--- src/rtl/if_fetch_ctrl.sv ---
// if_fetch_ctrl: IF-stage sequencer. Owns the PC, issues one instruction-memory
// request at a time, and loads the IF/ID slot (pc, pc+4, instr, valid).
// Applies hazard stalls and EX redirects, and drops responses made stale by a redirect.
// Ports:
//   clk, rst             clock, synchronous active-high reset
//   stall_i              IF/ID must hold its contents this cycle
//   redirect_i/_pc_i     taken branch/jump from EX and its target (bits[1:0] ignored)
//   imem_req_o/addr_o    fetch request and address (address is the PC register)
//   imem_gnt_i           memory accepted the request this cycle
//   imem_rvalid_i/rdata  read response
//   pc_o, pc_plus_4_o, instr_o, instr_valid_o   IF/ID slot contents
module if_fetch_ctrl #(
  parameter logic [31:0] RESET_PC  = 32'h0000_0000,
  parameter logic [31:0] NOP_INSTR = 32'h0000_0013
) (
  input  logic        clk,
  input  logic        rst,
  input  logic        stall_i,
  input  logic        redirect_i,
  input  logic [31:0] redirect_pc_i,
  output logic        imem_req_o,
  output logic [31:0] imem_addr_o,
  input  logic        imem_gnt_i,
  input  logic        imem_rvalid_i,
  input  logic [31:0] imem_rdata_i,
  output logic [31:0] pc_o,
  output logic [31:0] pc_plus_4_o,
  output logic [31:0] instr_o,
  output logic        instr_valid_o
);

  localparam int unsigned XLEN    = 32;
  localparam logic [XLEN-1:0] PC_STEP = XLEN'(4);

  typedef enum logic [2:0] {
    ST_BOOT  = 3'd0,
    ST_REQ   = 3'd1,
    ST_WAIT  = 3'd2,
    ST_HOLD  = 3'd3,
    ST_DRAIN = 3'd4
  } state_e;

  state_e          state_q, state_d;
  logic [XLEN-1:0] pc_q, pc_d;
  logic [XLEN-1:0] outreq_pc_q, outreq_pc_d;
  logic            skid_valid_q, skid_valid_d;
  logic [XLEN-1:0] skid_pc_q, skid_pc_d;
  logic [XLEN-1:0] skid_instr_q, skid_instr_d;
  logic [XLEN-1:0] slot_pc_q, slot_pc_d;
  logic [XLEN-1:0] slot_pc4_q, slot_pc4_d;
  logic [XLEN-1:0] slot_instr_q, slot_instr_d;
  logic            slot_valid_q, slot_valid_d;

  logic            fetch_req;
  logic            fetch_acc;
  logic            slot_load;
  logic [XLEN-1:0] load_pc;
  logic [XLEN-1:0] load_instr;

  // A request is withheld only while a live instruction is being held by a stall.
  assign fetch_req = (state_q == ST_REQ) && !(slot_valid_q && stall_i);
  assign fetch_acc = fetch_req && imem_gnt_i;

  // State and datapath registers.
  always_ff @(posedge clk) begin
    if (rst) begin
      state_q      <= ST_BOOT;
      pc_q         <= RESET_PC;
      outreq_pc_q  <= '0;
      skid_valid_q <= 1'b0;
      skid_pc_q    <= '0;
      skid_instr_q <= '0;
      slot_pc_q    <= '0;
      slot_pc4_q   <= '0;
      slot_instr_q <= NOP_INSTR;
      slot_valid_q <= 1'b0;
    end else begin
      state_q      <= state_d;
      pc_q         <= pc_d;
      outreq_pc_q  <= outreq_pc_d;
      skid_valid_q <= skid_valid_d;
      skid_pc_q    <= skid_pc_d;
      skid_instr_q <= skid_instr_d;
      slot_pc_q    <= slot_pc_d;
      slot_pc4_q   <= slot_pc4_d;
      slot_instr_q <= slot_instr_d;
      slot_valid_q <= slot_valid_d;
    end
  end

  // Next-state, PC, skid and slot update; redirect overrides everything last.
  always_comb begin
    state_d      = state_q;
    pc_d         = pc_q;
    outreq_pc_d  = outreq_pc_q;
    skid_valid_d = skid_valid_q;
    skid_pc_d    = skid_pc_q;
    skid_instr_d = skid_instr_q;
    slot_pc_d    = slot_pc_q;
    slot_pc4_d   = slot_pc4_q;
    slot_instr_d = slot_instr_q;
    slot_valid_d = slot_valid_q;
    slot_load    = 1'b0;
    load_pc      = outreq_pc_q;
    load_instr   = imem_rdata_i;

    case (state_q)
      ST_BOOT: begin
        state_d = ST_REQ;
      end
      ST_REQ: begin
        if (fetch_acc) begin
          outreq_pc_d = pc_q;
          pc_d        = pc_q + PC_STEP;
          state_d     = ST_WAIT;
        end
      end
      ST_WAIT: begin
        if (imem_rvalid_i) begin
          if (!slot_valid_q || !stall_i) begin
            slot_load = 1'b1;
          end else begin
            skid_valid_d = 1'b1;
            skid_pc_d    = outreq_pc_q;
            skid_instr_d = imem_rdata_i;
            state_d      = ST_HOLD;
          end
          if (!slot_valid_q || !stall_i) begin
            state_d = ST_REQ;
          end
        end
      end
      ST_HOLD: begin
        if (!stall_i) begin
          slot_load    = skid_valid_q;
          load_pc      = skid_pc_q;
          load_instr   = skid_instr_q;
          skid_valid_d = 1'b0;
          state_d      = ST_REQ;
        end
      end
      ST_DRAIN: begin
        if (imem_rvalid_i) begin
          state_d = ST_REQ;
        end
      end
      default: begin
        state_d = ST_REQ;
      end
    endcase

    // Load wins over consume; a consumed slot keeps its last pc/instr values.
    if (slot_load) begin
      slot_pc_d    = load_pc;
      slot_pc4_d   = load_pc + PC_STEP;
      slot_instr_d = load_instr;
      slot_valid_d = 1'b1;
    end else if (slot_valid_q && !stall_i) begin
      slot_valid_d = 1'b0;
    end

    if (redirect_i) begin
      pc_d         = {redirect_pc_i[XLEN-1:2], 2'b00};
      slot_valid_d = 1'b0;
      slot_instr_d = NOP_INSTR;
      skid_valid_d = 1'b0;
      skid_pc_d    = '0;
      skid_instr_d = '0;
      // Go to DRAIN only when a response is still owed by memory.
      case (state_q)
        ST_REQ:   state_d = fetch_acc ? ST_DRAIN : ST_REQ;
        ST_WAIT:  state_d = imem_rvalid_i ? ST_REQ : ST_DRAIN;
        // A response arriving in the same cycle still ends the drain.
        ST_DRAIN: state_d = imem_rvalid_i ? ST_REQ : ST_DRAIN;
        default:  state_d = ST_REQ;
      endcase
    end
  end

  assign imem_req_o    = fetch_req;
  assign imem_addr_o   = pc_q;
  assign pc_o          = slot_pc_q;
  assign pc_plus_4_o   = slot_pc4_q;
  assign instr_o       = slot_instr_q;
  assign instr_valid_o = slot_valid_q;

endmodule

--- config.mk ---
export PLATFORM = sky130hd
export DESIGN_NAME = if_fetch_ctrl
export DESIGN_NICKNAME = d
export VERILOG_FILES = /design/src/rtl/if_fetch_ctrl.sv
export SDC_FILE = /design/constraint.sdc
export NUM_CORES = 1
export LEC_CHECK = 0
export CORE_UTILIZATION = 35
export CTS_CLUSTER_DIAMETER = 40
export DETAILED_ROUTE_END_ITERATION = 16
export GPL_ROUTABILITY_DRIVEN = 0
export GPL_TIMING_DRIVEN = 0
export PLACE_DENSITY = 0.54
export SYNTH_ARGS = -nofsm -noshare
export SYNTH_HDL_FRONTEND = slang
export SYNTH_SLANG_ARGS = --single-unit
--- constraint.sdc ---
create_clock -name clk -period 5.3 [get_ports clk]
set_input_delay 0.795 -clock clk [delete_from_list [all_inputs] [get_ports clk]]
set_output_delay 0.795 -clock clk [all_outputs]
set_load 0.05 [all_outputs]
==> flow_summary.yaml <==
yosys:
  yosysWarnings: 0
  synth_ff_type: "dfxtp_1"
  synth_simple_gate_area_share_pct: 28.2
  syn_area_um2: 10100
  async_flop_share_pct: 0
  synth-seq-cells: 219
  synth.distinct_cells: 64
  avgSynthCellArea_um2: 7.76
  yosys.area_share.adder_pct: 0.249
  synth_compound_area_share_pct: 15.7
  seq_area_frac_synth_pct: 43.6
  synthMuxAreaShare_pct: 2.50
  synth_edf_count: 0
  synth-xor-area-share_pct: 4.53
  synth_top_family_by_area: "simple AND/OR/NAND/NOR gates"
  synthCells: 1296
drt:
  route.detailed.drc: 0
  firstDrtPassIters: 7
  finalWirelength_um: 36600
  vias: 10171
  post_drt_wl_per_cell_um: 18.9
  first_iter_violations: 819
  drtAntennaViolNets: 0
  viasPerCell: 5.25
cells_and_area:
  area.growth.synth_to_final_pct: 36.6
  drive_above_1_share_pct: 7.18
  stdcell_count: 1937
  fin_nets: 1603
  diodes: 0
sta:
  fin_ws_ns: 0.528
  timing.final.crit_share_pct: 90.0
  fmax_ghz: 0.210
  worst_pin_slew_ns: 1.07
  slew_headroom_pct: 28.9
  slew_violations: 0
  hold_viol: 0
  clock_skew_ns: 0.0155
  rsz0062_at_grt: "no"
  fin_setup_tns_ns: 0
  setup_viol_count_final: 0
  post-route-min-period_ns: 4.77
global_route:
  grt_pass1_wl_um: 55300
  grt_use_total_pct: 24.8
  grt-ovfl-total: 0
  grt_start_max_net_pins: 12
  antenna_found_initial: 1
  grt_pass1_vias: 9385
die:
  initial_utilization_pct: 35.9
  core_um2: 28000
  io_pins: 200
  std_cell_rows: 61
  die_w_um: 172
  die_area_um2: 29400
  die_h_um: 172
clock_network:
  clock-root-buffer: "clkbuf_16"
  cts_resized: 0
  cts_setup_buffers: 0
  postCtsHoldBufs: 0
  cts_buffers: 38
  max-clock-path-buffers: 3
  clock_sinks: 219
  htreeDepth: 2
  cts_tree: "yes"
  worst_skew_pair.late_latency_ns: 0.51
  path_clk_slew_ns: 0.05
pwr:
  powerDensity_nw_per_um2: 332
  p_leak_uw: 0.00461
  max-vdd-ir-drop_mv: 0.251
  total_power_uw: 4570
setup_path:
  end_kind: "flip-flop"
  critical_path_required_ns: 5.69
  critical_path.max_fanout: 10
  reg2reg_slack_ns: 1.02
  start_kind: "input port"
  crit_arrival_ns: 5.16
  setup.worst_path.class: "input port to flip-flop"
min_path:
  hold_path.class: "flip-flop to flip-flop"
placed_design:
  dp.cells: 1869
  place_ws_ns: 0.0484
  dpl.hpwl_um: 26900
  portBuffers: 190
flow_run:
  drv_cap: 0
status:
  status: "complete, no violations"
## power breakdown
group,switching (µW),total [µW],internal (µW)
clock network,880,2490,1610
registers,42.5,1720,1680
logic,224,359,135
total,1150,4570,3420
## placed cells by master (no fill, tap or decap), drive strengths merged, types with 4 or more instances in the layout
master	netlist	routed
nand2	351	351
dfxtp	219	219
clkdlybuf4s50	0	190
nor2	128	128
a21oi	124	124
clkbuf	71	120
a211oi	38	38
a311oi	36	36
nand3	36	36
buf	33	33
xnor2	32	32
nor3	31	31
mux2i	24	24
xor2	20	20
nand4	20	20
o21ai	17	17
nor4	14	14
nand3b	13	13
or3	10	10
inv	6	10
clkinv	1	10
and4	7	7
conb	1	6
and3	6	6
o22ai	5	5
and2	4	4
a31oi	4	4
bufinv	0	4
## cell usage after synthesis, types with 5 or more instances
cell / instances / area, µm²
clkbuf_1: 67 / 251
a21oi_1: 124 / 621
and4_1: 6 / 52.6
nand2_1: 350 / 1310
nand3_1: 36 / 180
a211oi_1: 36 / 270
nor2_1: 128 / 480
a311oi_1: 36 / 315
xor2_1: 20 / 175
and3_1: 5 / 31.3
buf_4: 8 / 60.1
o21ai_0: 17 / 85.1
nor4_1: 14 / 87.6
nand3b_1: 13 / 97.6
nand4_1: 19 / 119
xnor2_1: 32 / 280
inv_1: 6 / 22.5
nor3_1: 29 / 145
or3_1: 8 / 50.1
o22ai_1: 5 / 31.3
buf_2: 19 / 95.1
mux2i_1: 24 / 240
dfxtp_1: 219 / 4380
## state kept, by name, indices dropped and copies added (netlist names)
signal         flops
pc_o              30
imem_addr_o       30
skid_pc_q         30
instr_o           32
outreq_pc_q       30
instr_valid_o      1
state_q            3
pc_plus_4_o       30
skid_instr_q      32
skid_valid_q       1
## critical path, cell delays in order
cell and delay, ns:
clkdlybuf4s50_1 0.64, nand4bb_1 0.29, buf_2 0.29, buf_2 0.32, buf_1 0.64, nand2_1 0.11
nand2_1 0.21, ha_1 0.28, nand4_1 0.26, o32a_1 0.46, a2111oi_4 0.53, a211oi_1 0.14
nand3b_1 0.18
## through the flow
| step | utilization, % | cell area [µm²] | hold WS [ns] |
|---|---|---|---|
| CTS | 49.1 | 13700 | 0.453 |
| global placement | 44.5 | 12500 | 0.440 |
| finish | 49.1 | 13700 | 0.453 |
| global route | 49.1 | 13700 | 0.467 |
| detailed placement | 44.5 | 12500 | 0.446 |
| floorplan | - | 10100 | 0.436 |
## final timing paths
kind	from	endpoint	cells past startpoint
max	stall_i	pc_plus_4_o[24]	13
min	skid_instr_q[28]	skid_instr_q[28]	2
min reg2reg	skid_instr_q[28]	skid_instr_q[28]	2
max reg2reg	state_q[2]	pc_plus_4_o[24]	12
## metal layers
layer,GRT usage (%),vias up,share of wire [%]
met5,0,-,0.030
li1,-,4941,-
met1,34.6,4767,46
met2,37.8,390,44
met4,8.58,2,2.8
met3,4.65,71,7.6
## final cells by class
type,count,area (µm²)
fillers,2796,14300
clock buffers,49,1050
inverters,7,26.3
well taps,378,473
multi-input cells,971,5170
clock inverters,19,239
flip-flops and latches,219,4380
plain buffers,104,499
repair buffers,190,1900
## cell families (layout without fill, tap and decap cells)
| group | after synthesis | count (layout) |
|---|---|---|
| buf+inv | 111 | 369 |
| flops | 219 | 219 |
| mux | 25 | 25 |
| xor+xnor | 52 | 52 |
| fa+ha+maj | 2 | 2 |
| simple gates | 639 | 639 |
| compound gates | 247 | 247 |
| other cells | 1 | 6 |
Note: power is estimated with default switching activity, not from simulation.
